<file path="src/rtl/l2_pmem_scheduler.sv">
// l2_pmem_scheduler: write-back buffer and scheduler between the L2 and the single pmem port.
// Ports: L2 side (l2_pmem_read/write/addr/wdata, pmem_l2_resp/rdata); pmem side (pmem_read/write/addr/wdata, pmem_resp/rdata).
module l2_pmem_scheduler #(
   parameter int DEPTH = 2
) (
   input  logic         clk,
   input  logic         rst_n,
   input  logic         l2_pmem_read,
   input  logic         l2_pmem_write,
   input  logic [31:0]  l2_pmem_addr,
   input  logic [255:0] l2_pmem_wdata,
   output logic         pmem_l2_resp,
   output logic [255:0] pmem_l2_rdata,
   output logic         pmem_read,
   output logic         pmem_write,
   output logic [31:0]  pmem_addr,
   output logic [255:0] pmem_wdata,
   input  logic         pmem_resp,
   input  logic [255:0] pmem_rdata
);
   localparam int PW = (DEPTH > 1) ? $clog2(DEPTH) : 1;
   localparam int CW = $clog2(DEPTH) + 1;
   localparam logic [PW-1:0] LAST = PW'(DEPTH - 1);
   localparam logic [CW-1:0] FULL = CW'(DEPTH);

   typedef enum logic [1:0] {IDLE, RESP, READ_MEM, DRAIN} state_t;

   state_t          state;
   logic [PW-1:0]   head;
   logic [PW-1:0]   tail;
   logic [CW-1:0]   count;
   logic [DEPTH-1:0] valid;
   logic [26:0]     tag  [DEPTH];
   logic [255:0]    data [DEPTH];
   logic [255:0]    rdata_q;
   logic [26:0]     raddr_q;

   logic            hit;
   logic [PW-1:0]   hit_idx;
   logic            we_hit;
   logic            we_tail;
   logic            unused_addr_bits;

   assign unused_addr_bits = ^l2_pmem_addr[4:0];

   function automatic logic [PW-1:0] nxt(input logic [PW-1:0] p);
      return (p == LAST) ? '0 : p + 1'b1;
   endfunction

   // Coalescing keeps at most one valid entry per tag.
   always_comb begin
      hit     = 1'b0;
      hit_idx = '0;
      for (int i = 0; i < DEPTH; i++) begin
         if (valid[i] && tag[i] == l2_pmem_addr[31:5]) begin
            hit     = 1'b1;
            hit_idx = PW'(i);
         end
      end
   end

   // Reads take priority over a simultaneous write.
   always_comb begin
      we_hit  = 1'b0;
      we_tail = 1'b0;
      if (state == IDLE && !l2_pmem_read && l2_pmem_write) begin
         we_hit  = hit;
         we_tail = !hit && (count != FULL);
      end
   end

   // Entry payload carries no reset; validity alone qualifies it.
   always_ff @(posedge clk) begin
      if (we_hit) begin
         data[hit_idx] <= l2_pmem_wdata;
      end else if (we_tail) begin
         tag[tail]  <= l2_pmem_addr[31:5];
         data[tail] <= l2_pmem_wdata;
      end
   end

   always_ff @(posedge clk) begin
      if (!rst_n) begin
         state   <= IDLE;
         head    <= '0;
         tail    <= '0;
         count   <= '0;
         valid   <= '0;
         rdata_q <= '0;
         raddr_q <= '0;
      end else begin
         unique case (state)
            IDLE: begin
               if (l2_pmem_read) begin
                  if (hit) begin
                     rdata_q <= data[hit_idx];
                     state   <= RESP;
                  end else begin
                     raddr_q <= l2_pmem_addr[31:5];
                     state   <= READ_MEM;
                  end
               end else if (l2_pmem_write) begin
                  if (we_hit) begin
                     state <= RESP;
                  end else if (we_tail) begin
                     valid[tail] <= 1'b1;
                     tail        <= nxt(tail);
                     count       <= count + 1'b1;
                     state       <= RESP;
                  end else begin
                     // Full and no coalesce: free a slot, retry the write.
                     state <= DRAIN;
                  end
               end else if (count != '0) begin
                  state <= DRAIN;
               end
            end
            RESP: state <= IDLE;
            READ_MEM: begin
               if (pmem_resp) state <= IDLE;
            end
            DRAIN: begin
               if (pmem_resp) begin
                  valid[head] <= 1'b0;
                  head        <= nxt(head);
                  count       <= count - 1'b1;
                  state       <= IDLE;
               end
            end
            default: state <= IDLE;
         endcase
      end
   end

   always_comb begin
      pmem_read     = 1'b0;
      pmem_write    = 1'b0;
      pmem_addr     = '0;
      pmem_wdata    = '0;
      pmem_l2_resp  = 1'b0;
      pmem_l2_rdata = rdata_q;
      unique case (state)
         RESP: pmem_l2_resp = 1'b1;
         READ_MEM: begin
            pmem_read     = 1'b1;
            pmem_addr     = {raddr_q, 5'b0};
            pmem_l2_resp  = pmem_resp;
            pmem_l2_rdata = pmem_rdata;
         end
         DRAIN: begin
            pmem_write = 1'b1;
            pmem_addr  = {tag[head], 5'b0};
            pmem_wdata = data[head];
         end
         default: ;
      endcase
   end
endmodule

</file>
<file path="config.mk">
export PLATFORM = sky130hd
export DESIGN_NAME = l2_pmem_scheduler
export DESIGN_NICKNAME = d
export VERILOG_FILES = /design/src/rtl/l2_pmem_scheduler.sv
export SDC_FILE = /design/constraint.sdc
export NUM_CORES = 2
export LEC_CHECK = 0
export ABC_AREA = 0
export ABC_CLOCK_PERIOD_IN_PS = 52800
export CAP_MARGIN = 20
export CORE_AREA = 2 2 422 424
export CTS_BUF_LIST = sky130_fd_sc_hd__clkbuf_8
export DETAILED_ROUTE_END_ITERATION = 10
export DIE_AREA = 0 0 424 426
export PLACE_DENSITY = 0.43
export SLEW_MARGIN = 20
export SYNTH_ARGS = -nofsm -noshare
export SYNTH_HDL_FRONTEND = slang
export SYNTH_SLANG_ARGS = --single-unit
export TNS_END_PERCENT = 5
</file>
<file path="constraint.sdc">
create_clock -name clk -period 52.8 [get_ports clk]
set_input_delay 15.84 -clock clk [delete_from_list [all_inputs] [get_ports clk]]
set_output_delay 15.84 -clock clk [all_outputs]
set_load 0.02 [all_outputs]
</file>
==> impl_results.md <==
- WP data arrival: 17.40 ns
- Internal Pwr Total: about 1.3 mW
- Fin Setup TNS: 0 ns
- Die footprint: 0.181 mm^2
- Post-Syn Area: approximately 0.038 mm^2
- CTS Hold Buffers Added: 0
- Post-DRT Antenna Nets: 0
- Die Ht: between 400 and 500 um
- Hold crit path type: register to register
- Count of pins over their slew limit: 0
- LEAKAGE: around 20 nW
- I/O pin total: 1096
- Yosys warning total: 0
- Initial antenna violation count: 37
- CTS tree: done
- Register bit total from synthesis: ~860
- Grt ovf: 0
- Crit path kind: input pin to output port
- Seq pwr share: around two fifths
- Avg WL per Cell: 25.6 um
- Met2 track demand over resource: 30.2%
- Psw: 0.575 mW
- Htree depth: 4
- CTS Sinks: 858
- DRC viols: 0
- Detailed Routing Iterations Pass 1: 5
- Via count: ~28000
- Clk slew on worst S/H paths: around 0.05 ns
- Slew headroom: approximately 16%
- Sequential area share after synthesis: around 60%
- Max VDD drop: between 20 and 30 uV
- Comb power frac: about a quarter
- Startpoint type of the worst setup path: input pin
- Vias in the first global route: roughly 29000
- Setup Buffers After CTS: 0
- Status: finished, final reports clean
- Post_cts resized: 0
- Fin crit share: between 60% and 70%
- DR iter-0 viols: between 1500 and 2000
- Unique cell type count in the Yosys netlist: 40
- Std cell rows: between 150 and 200
- Avg Synthesized Cell Area: 13.0 um^2
- Root Buffer: clkbuf_8
- Drt via density: between 4 and 5
- Nets: around 4500
- Share of cells above drive strength 1: about an eighth
- Pin count of the biggest net entering global routing: about 140
- Num CTS Buffers: 165
- Total track usage: 17.6%
- Core area: 0.176 mm^2
- Worst skew pair latency: ~0.88 ns
- Hold Slack: approximately 0.49 ns
- Min cycle time layout: roughly 33 ns
- GRT busiest layer: met2
- Power density over the cells: ~34 mW/mm^2
- Detailed Place HPWL: roughly 110000 um
- First-pass GRT wire length: roughly 230000 um
- Routability congestion estimate: 0.810
- CTS max path bufs: 3
- Max Fclk: around 30 MHz
- Worst-Margin Slew: 1.26 ns
- Final Setup Violations: 0
- Area Growth Syn to Fin: 42.8%
- CP endpoint kind: output port
- Layout Skew: between 0.04 and 0.05 ns
- Crit path max fanout: 4
- Switching part of the total power: a little under a third
- Max-cap check violation count: 0
- Initial Utilization: a little over a fifth
- Synthesized instance count: just under 3000
- Die X: around 420 um
- PortBufs: roughly 1100
- Crit path required time: ~37 ns
- Final hold vios: 0
- Routing usage on met3: roughly 4.6%
- Clock Power Share: between 30% and 40%
- RSZ-0062 raised after global routing: no
- Met1 Track Usage GR: a little over a fifth
- Total wire length: 165000 um
-- through the flow --
| stage | setup WS [ns] | cells | utilization [%] | instance area, um^2 | power, mW |
|---|---|---|---|---|---|
| after floorplan | 20.74 | 2931 | - | 38100 | 1.04 |
| after global routing | 19.50 | 6467 | 31.0 | 54400 | 1.96 |
| after detailed placement | 19.52 | 6141 | 29.1 | 51200 | 1.25 |
| final | 19.56 | 6469 | 31.0 | 54400 | 1.87 |
| after CTS | 19.51 | 6449 | 30.9 | 54400 | 1.91 |
| after global placement | 19.53 | 6141 | 29.1 | 51200 | 1.25 |
-- cell type report --
cell class                 count  area, um^2
tap                         2340        2930
fill                       18200      121000
clock buffer                 180        2480
timing repair buffer        1121       11300
inverter                       7        33.8
antenna                       19        47.5
sequential                   858       22800
clock inverter               128         712
multi-input combinational   1816       14100
-- worst max-delay path: stages --
cell and delay [ns]:
clkdlybuf4s50_1 0.55, a21oi_1 0.09, nor2b_1 0.14, clkdlybuf4s50_1 0.76
-- sequential cells by signal, indices dropped and copies added, names as in the netlist, named ones only --
register / count
head: 1
raddr_q: 27
rdata_q: 256
count: 2
state: 2
tag: 54
tail: 1
data: 512
valid: 2
-- layout by cell type (no fill, tap or decap), types with 31 or more instances in the layout --
cell and instances:
clkdlybuf4s50_1 1084, mux2i_1 566, edfxtp_1 566, nor2_1 291
dfxtp_1 291, mux2_2 256, o211ai_1 256, o21ai_1 240
clkbuf_8 180, inv_1 97, o21ai_0 48, nand2_1 33
xnor2_1 31
-- power groups by stage --
stage	Combinational [mW]	Clock, mW	Sequential [mW]
finish	0.462	0.640	0.773
global route	0.488	0.696	0.777
CTS	0.469	0.668	0.773
detailed placement	0.467	0	0.787
global placement	0.468	0	0.786
floorplan	0.243	0	0.800
-- worst paths after layout --
check	cells past startpoint	to	startpoint	slack, ns
worst min register to register	2	rdata_q[13]$_SDFFE_PN0P_	rdata_q[13]$_SDFFE_PN0P_	0.49
worst max register to register	10	data[0][116]$_DFFE_PP_	tag[1][5]$_DFFE_PP_	48.17
worst max-delay path	4	pmem_l2_resp	pmem_resp	19.56
worst min-delay path	2	rdata_q[13]$_SDFFE_PN0P_	rdata_q[13]$_SDFFE_PN0P_	0.49
-- cell families after synthesis --
kind of cell | share of synthesized area (%)
AO/OA/AOI/OAI | 9.06
XOR/XNOR | 1.29
adder cells (fa/ha/maj) | 0.164
buffers and inverters | 3.19
flip-flops | 59.9
multiplexers | 22.4
other | 0.00984
AND/OR/NAND/NOR | 3.96
-- routing by layer --
layer	wire length, um	up-vias	share of wire [%]
li1	-	13100	-
met4	4840	12	2.9
met3	8790	217	5.3
met5	79	-	0.048
met1	68000	14200	41
met2	83700	713	51
-- cells in the mapped netlist --
master | count | area [um^2]
mux2i_1 | 566 | 5670
and3_1 | 3 | 18.8
nand3_1 | 8 | 40.0
o21ai_1 | 240 | 1200
buf_1 | 43 | 161
a31oi_1 | 2 | 12.5
inv_2 | 1 | 3.75
o21ai_0 | 48 | 240
and2_1 | 1 | 6.26
nand2_1 | 34 | 128
inv_1 | 6 | 22.5
nor4_1 | 9 | 56.3
or4_1 | 1 | 7.51
buf_4 | 6 | 45.0
nor2b_1 | 2 | 12.5
dfxtp_1 | 292 | 5850
nor3_1 | 1 | 5.00
a21oi_1 | 4 | 20.0
ha_1 | 5 | 62.6
o31ai_1 | 3 | 22.5
edfxtp_1 | 566 | 17000
nor2_1 | 292 | 1100
nand4_1 | 12 | 75.1
and3b_1 | 1 | 8.76
buf_6 | 26 | 293
o311a_1 | 2 | 20.0
nor4b_1 | 1 | 8.76
xor2_1 | 25 | 219
a21o_1 | 1 | 7.51
xnor2_1 | 31 | 272
clkbuf_1 | 148 | 556
o211ai_1 | 256 | 1920
mux2_2 | 256 | 2880
conb_1 | 1 | 3.75
or3_1 | 1 | 6.26
a22oi_1 | 1 | 7.51
buf_2 | 27 | 135
nand4b_1 | 2 | 17.5
nand2b_1 | 2 | 12.5
or3_4 | 1 | 11.3
(Power assumes the default switching activity.)
